==> config.mk <==
export PLATFORM = sky130hd
export DESIGN_NAME = div_ctrl
export DESIGN_NICKNAME = d
export VERILOG_FILES = /design/src/rtl/div_ctrl_pkg.sv /design/src/rtl/div_ctrl.sv
export SDC_FILE = /design/constraint.sdc
export NUM_CORES = 1
export LEC_CHECK = 0
export ABC_AREA = 1
export CORE_MARGIN = 2
export CORE_UTILIZATION = 37
export DETAILED_ROUTE_END_ITERATION = 16
export PLACE_DENSITY_LB_ADDON = 0.05
export REMOVE_ABC_BUFFERS = 1
export SLEW_MARGIN = 20
export SYNTH_ARGS = -nofsm -noshare
export SYNTH_HDL_FRONTEND = slang
export SYNTH_SLANG_ARGS = --single-unit
export TNS_END_PERCENT = 30
==> constraint.sdc <==
create_clock -name clk -period 1.4 [get_ports clk]
set_input_delay 0.35 -clock clk [delete_from_list [all_inputs] [get_ports clk]]
set_output_delay 0.35 -clock clk [all_outputs]
set_load 0.02 [all_outputs]
==> src/rtl/div_ctrl_pkg.sv <==
// ---------------------------------------------------------------------------
// div_ctrl_pkg
// Shared definitions for the EX-stage divide controller:
//   - ALUOP codes that request a divide (signed DIV, unsigned DIVU)
//   - FSM state encodings
//   - divider handshake constants (start/stop, ready/not-ready)
//   - small decode helpers used by the controller
// ---------------------------------------------------------------------------
package div_ctrl_pkg;

    // EX-stage operation codes
    localparam logic [7:0] EXE_NOP_OP  = 8'b0000_0000;
    localparam logic [7:0] EXE_DIV_OP  = 8'b0001_1010;
    localparam logic [7:0] EXE_DIVU_OP = 8'b0001_1011;

    // Divider handshake levels
    localparam logic DIV_START            = 1'b1;
    localparam logic DIV_STOP             = 1'b0;
    localparam logic DIV_RESULT_READY     = 1'b1;
    localparam logic DIV_RESULT_NOT_READY = 1'b0;

    // Controller states
    typedef enum logic [1:0] {
        ST_IDLE  = 2'b00,
        ST_BUSY  = 2'b01,
        ST_DONE  = 2'b10,
        ST_ABORT = 2'b11
    } div_state_e;

    // True for either divide flavour
    function automatic logic is_div_op(input logic [7:0] op);
        return (op == EXE_DIV_OP) || (op == EXE_DIVU_OP);
    endfunction

    // True only for the signed divide
    function automatic logic is_signed_op(input logic [7:0] op);
        return (op == EXE_DIV_OP);
    endfunction

endpackage

==> src/rtl/div_ctrl.sv <==
// ---------------------------------------------------------------------------
// div_ctrl
// Sequencing FSM that sits between the EX stage and the multi-cycle divider.
// It captures the operands of a DIV/DIVU, holds them steady towards the
// divider while it works, stalls the pipeline meanwhile, and writes the
// {remainder, quotient} result to HI/LO for one cycle when the divider is
// ready. A pipeline flush or a watchdog expiry cancels the operation and
// parks the FSM in ABORT for a few cycles so the divider can leave its end
// state before any new request is accepted.
//
// Ports
//   clk            in   sole clock, rising edge
//   rst            in   synchronous active-high reset
//   aluop_i[7:0]   in   EX-stage operation code
//   reg1_i[31:0]   in   dividend
//   reg2_i[31:0]   in   divisor
//   flush_i        in   pipeline flush
//   div_ready_i    in   divider result ready
//   div_result_i   in   divider result {remainder, quotient}
//   div_start_o    out  divider start (1) / stop (0)
//   div_annul_o    out  divider cancel
//   signed_div_o   out  1 = signed divide
//   div_opdata1_o  out  dividend held to the divider
//   div_opdata2_o  out  divisor held to the divider
//   stallreq_o     out  pipeline stall request
//   hilo_we_o      out  HI/LO write enable (one-cycle pulse)
//   hi_o / lo_o    out  remainder / quotient
//   timeout_o      out  one-cycle pulse on watchdog abort
// ---------------------------------------------------------------------------
module div_ctrl
    import div_ctrl_pkg::*;
#(
    parameter int TIMEOUT      = 40,  // max BUSY cycles waiting for ready
    parameter int ABORT_CYCLES = 2    // cycles spent in ABORT (>= 1)
) (
    input  logic        clk,
    input  logic        rst,
    input  logic [7:0]  aluop_i,
    input  logic [31:0] reg1_i,
    input  logic [31:0] reg2_i,
    input  logic        flush_i,
    input  logic        div_ready_i,
    input  logic [63:0] div_result_i,
    output logic        div_start_o,
    output logic        div_annul_o,
    output logic        signed_div_o,
    output logic [31:0] div_opdata1_o,
    output logic [31:0] div_opdata2_o,
    output logic        stallreq_o,
    output logic        hilo_we_o,
    output logic [31:0] hi_o,
    output logic [31:0] lo_o,
    output logic        timeout_o
);

    localparam int WD_W = $clog2(TIMEOUT + 1);
    localparam int AB_W = (ABORT_CYCLES > 1) ? $clog2(ABORT_CYCLES) : 1;

    // Watchdog value seen during the last permitted BUSY cycle: the counter
    // is cleared on BUSY entry, so BUSY cycle N shows N-1.
    localparam logic [WD_W-1:0] WD_LAST = WD_W'(TIMEOUT - 1);
    localparam logic [AB_W-1:0] AB_LAST = AB_W'(ABORT_CYCLES - 1);

    // -----------------------------------------------------------------------
    // State and data registers
    // -----------------------------------------------------------------------
    div_state_e        r_state;
    logic [WD_W-1:0]   r_wdog;
    logic [AB_W-1:0]   r_abort_cnt;
    logic [31:0]       r_op1;
    logic [31:0]       r_op2;
    logic              r_signed;
    logic [63:0]       r_result;

    // -----------------------------------------------------------------------
    // Event decode
    // -----------------------------------------------------------------------
    logic w_div_req;     // new divide request seen in IDLE
    logic w_busy;
    logic w_busy_flush;  // flush wins over ready and watchdog
    logic w_busy_ready;
    logic w_busy_tmo;    // watchdog expiry with no ready in the same cycle
    logic w_busy_abort;

    assign w_div_req    = is_div_op(aluop_i) && !flush_i;
    assign w_busy       = (r_state == ST_BUSY);
    assign w_busy_flush = w_busy && flush_i;
    assign w_busy_ready = w_busy && !flush_i && (div_ready_i == DIV_RESULT_READY);
    assign w_busy_tmo   = w_busy && !flush_i && (div_ready_i == DIV_RESULT_NOT_READY)
                          && (r_wdog == WD_LAST);
    assign w_busy_abort = w_busy_flush || w_busy_tmo;

    // -----------------------------------------------------------------------
    // FSM and data capture
    // -----------------------------------------------------------------------
    always_ff @(posedge clk) begin
        if (rst) begin
            r_state     <= ST_IDLE;
            r_wdog      <= '0;
            r_abort_cnt <= '0;
            r_op1       <= '0;
            r_op2       <= '0;
            r_signed    <= 1'b0;
            r_result    <= '0;
        end else begin
            case (r_state)
                ST_IDLE: begin
                    // div_ready_i is deliberately not looked at here.
                    if (w_div_req) begin
                        r_op1    <= reg1_i;
                        r_op2    <= reg2_i;
                        r_signed <= is_signed_op(aluop_i);
                        r_wdog   <= '0;
                        r_state  <= ST_BUSY;
                    end
                end

                ST_BUSY: begin
                    if (w_busy_abort) begin
                        r_abort_cnt <= '0;
                        r_state     <= ST_ABORT;
                    end else if (w_busy_ready) begin
                        r_result <= div_result_i;
                        r_state  <= ST_DONE;
                    end else begin
                        r_wdog <= r_wdog + WD_W'(1);
                    end
                end

                ST_DONE: begin
                    r_state <= ST_IDLE;
                end

                ST_ABORT: begin
                    // Start is held low here so the divider drops back to its
                    // idle state; a ready left over from the cancelled
                    // operation is never sampled.
                    if (r_abort_cnt == AB_LAST) begin
                        r_state <= ST_IDLE;
                    end else begin
                        r_abort_cnt <= r_abort_cnt + AB_W'(1);
                    end
                end

                default: begin
                    r_state <= ST_IDLE;
                end
            endcase
        end
    end

    // -----------------------------------------------------------------------
    // Control outputs: decoded from state plus current inputs so the stall
    // appears in the same cycle the divide is detected. Forced low while rst
    // is high so nothing leaks out during reset.
    // -----------------------------------------------------------------------
    always_comb begin
        div_start_o = DIV_STOP;
        div_annul_o = 1'b0;
        stallreq_o  = 1'b0;
        hilo_we_o   = 1'b0;
        timeout_o   = 1'b0;
        if (!rst) begin
            case (r_state)
                ST_IDLE: begin
                    stallreq_o = w_div_req;
                end
                ST_BUSY: begin
                    stallreq_o = 1'b1;
                    if (w_busy_abort) begin
                        div_annul_o = 1'b1;
                        div_start_o = DIV_STOP;
                    end else begin
                        div_start_o = DIV_START;
                    end
                    timeout_o = w_busy_tmo;
                end
                ST_DONE: begin
                    // A flush landing on the write cycle kills the write.
                    hilo_we_o = !flush_i;
                end
                ST_ABORT: begin
                    div_start_o = DIV_STOP;
                end
                default: begin
                    div_start_o = DIV_STOP;
                end
            endcase
        end
    end

    // -----------------------------------------------------------------------
    // Data outputs come straight from registers
    // -----------------------------------------------------------------------
    assign signed_div_o  = r_signed;
    assign div_opdata1_o = r_op1;
    assign div_opdata2_o = r_op2;
    assign hi_o          = r_result[63:32];
    assign lo_o          = r_result[31:0];

endmodule

==> flow_summary.json <==
{
  "synthCells": 735,
  "ioPinCount": 274,
  "cp.arrival_ps": 1420,
  "dp_hpwl_mm": 11.7,
  "gp_congestion": 0.769,
  "grt_pass1_vias": 5420,
  "drive_above_1_share": 0.373,
  "setup_tns_ps": -1560,
  "finalCriticalPeriod_ps": 1770,
  "cts_hold_buffers": 0,
  "leakagePower_uw": 0.00448,
  "cp_num_buf_inv": 2,
  "cp-end-kind": "output port",
  "clkPwrFrac": 0.490,
  "numPlacedInstances": 1211,
  "clock-root-buffer": "clkbuf_16",
  "p_comb_frac": 0.082,
  "fp.dieW_um": 129,
  "die_h_um": 129,
  "fmax_mhz": 566,
  "synth_top_area_frac": 0.481,
  "tritoncts": "yes",
  "clock_skew_ps": 6.99,
  "required_ps": 1050,
  "overflow": 0,
  "synth_top_area_cell": "dfxtp_1",
  "worst_ir_drop_vdd_v": 0.000751,
  "hp-class": "in -> reg",
  "path_max_fanout": 4,
  "cts_made_buffers": 17,
  "fin_cells": 1269,
  "r2r_slack_ps": 0,
  "insertedDiodeCount": 0,
  "nNetsFinal": 1210,
  "outcome": "finished with violations",
  "core-area_um2": 15200,
  "violations": "setup timing",
  "slowest_stage": "dfxtp_4",
  "grt_pass1_wl_mm": 26.4,
  "post-route-period-util": 1.26,
  "slew-limit-headroom": 0.720,
  "syn_area_per_cell_um2": 7.82,
  "start_kind": "register",
  "rsz0062_at_grt": "yes",
  "wl_per_cell_um": 14.0,
  "power.switching_uw": 1880,
  "globalRouteTotalUtil": 0.201,
  "final_max_slew_viol_count": 0,
  "port_buffers": 273,
  "fin_area_um2": 10200,
  "netlist_area_um2": 5750,
  "die_area_um2": 16600,
  "synth_cell_type_count": 26,
  "clk_pin_slew_worst_paths_ps": 50,
  "vias": 5721,
  "synth_top_cells_by_area": "dfxtp_1 48%, nor2_1 14%, nor3b_2 11%",
  "ant_nets": 0,
  "final_hold_viol_count": 0,
  "finalSetupViolCount": 5,
  "initial_core_util": 0.378,
  "crit_type": "reg -> out",
  "tightest_slew_ps": 419,
  "drc_errors": 0,
  "antenna_found_initial": 0,
  "seq_area_frac_synth": 0.481,
  "htreeDepth": 4,
  "ys_ff_latch": 138,
  "cellPowerDensity_nw_per_um2": 905,
  "crit_path_max_incr_delay_ps": 350,
  "grt_max_degree": 65,
  "clock_path_buffers": 2,
  "routed_wirelength_mm": 17.8,
  "yosys_warnings": 0,
  "swShare": 0.204,
  "seqPwrFrac": 0.429,
  "place_area_um2": 9040,
  "max-cap-violations": 0,
  "p_int_uw": 7350,
  "dr.pass1.iters": 4,
  "path_delay_family": "flip-flops",
  "cp_cell_sequence": "ha_4, nand2_4, inv_4, nand3_4, nand2_2, nor3_2, buf_4",
  "drtIter0Drc": 292,
  "drt-vias-per-instance": 4.51,
  "cts.sinks": 138,
  "clk_latency_ps": 410,
  "syn2layout_area_growth_pct": 77.3,
  "finalWorstSetupSlack_ps": -365,
  "row_count": 45
}
[registers in the layout (all words and copies together) (netlist names)]
signal / flops
div_opdata1_o: 32
div_opdata2_o: 32
r_wdog: 6
r_result: 64
r_abort_cnt: 1
signed_div_o: 1
r_state: 2
[synth_stat cells, drive strengths merged]
library cell    n
a21oi           6
nor4            1
nand4           2
dfxtp         138
inv            79
clkbuf         16
nand3          19
nor3            5
nor2          214
or2             2
ha              1
nor3b          64
nand2          97
o21ai          64
o21bai          1
buf            26
[cell usage in the layout (no fill, tap or decap), drive strengths merged]
cell,instances
dfxtp,138
bufinv,3
clkinvlp,1
nand4,2
or2,2
ha,1
nor3b,64
clkdlybuf4s15,70
o21ai,64
clkbuf,40
nor2,214
dlygate4sd2,6
a21oi,6
nor4,1
inv,78
nor3,5
clkinv,5
o21bai,1
clkdlybuf4s50,130
nand3,19
buf,134
nand2,97
[area by class of cell]
cell class / count / area [um2]
clock inverter: 8 / 118
sequential: 138 / 2770
clock buffer: 23 / 478
tap: 188 / 235
fill: 1341 / 5010
timing repair buffer: 357 / 3480
inverter: 79 / 320
multi-input combinational: 476 / 2790
[power by group through the flow]
| stage | Clock (uW) | Combinational [uW] | Sequential (uW) |
|---|---|---|---|
| floorplan | 0 | 120 | 4060 |
| global placement | 0 | 697 | 4040 |
| detailed placement | 0 | 698 | 4040 |
| CTS | 4650 | 727 | 3950 |
| global route | 4810 | 811 | 3950 |
| finish | 4520 | 755 | 3950 |
[final timing paths]
kind	to	cells after the start	start
max reg2reg	div_opdata1_o[27]$_SDFFE_PP0P_	7	r_state[1]$_SDFFE_PP0P_
max	div_start_o	7	r_wdog[1]$_SDFFE_PP0P_
min	r_wdog[3]$_SDFFE_PP0P_	3	rst
min reg2reg	signed_div_o$_SDFFE_PP0P_	2	signed_div_o$_SDFFE_PP0P_
[kinds of logic after synthesis]
| logic type | Yosys count | share of synthesized area |
|---|---|---|
| AND/OR/NAND/NOR | 404 | 0.362 |
| flip-flops | 138 | 0.481 |
| adder cells (fa/ha/maj) | 1 | 0.00218 |
| buffers and inverters | 121 | 0.0931 |
| AO/OA/AOI/OAI | 71 | 0.0622 |
[repair_timing]
action / in CTS / in global routing
pin swaps: 19 / 17
setup buffers: 12 / 5
gates cloned: 0 / 10
resized for setup: 489 / 145
setup endpoints to repair: 258 / 195
[metrics by stage]
| stage | util | power, uW | worst slack [ps] | hold slack [ps] |
|---|---|---|---|---|
| 4_1_cts | 0.661 | 9330 | -437 | 305 |
| 3_3_place_gp | 0.595 | 4740 | -941 | 430 |
| 6_report | 0.670 | 9230 | -365 | 332 |
| 3_5_place_dp | 0.595 | 4740 | -961 | 437 |
| 2_1_floorplan | - | 4180 | -1140 | 419 |
| 5_1_grt | 0.670 | 9570 | -448 | 318 |
[worst reg2reg max path, stage by stage, from the launching register on]
cell       delay, ps
dfxtp_2          320
buf_4            140
nor2_4           150
nand3_4          100
buf_4            180
clkbuf_16        180
nor2_1           140
nor3b_2           70
[layer usage]
metal,vias up,wire length [um],part of all wire,track usage
li1,2949,-,-,-
met3,27,1570,0.088,0.0886
met2,193,8790,0.49,0.354
met1,2552,7090,0.40,0.210
met5,-,0,0,0
met4,0,354,0.020,0.0806
No activity file was read; power rests on OpenSTA's default activity.
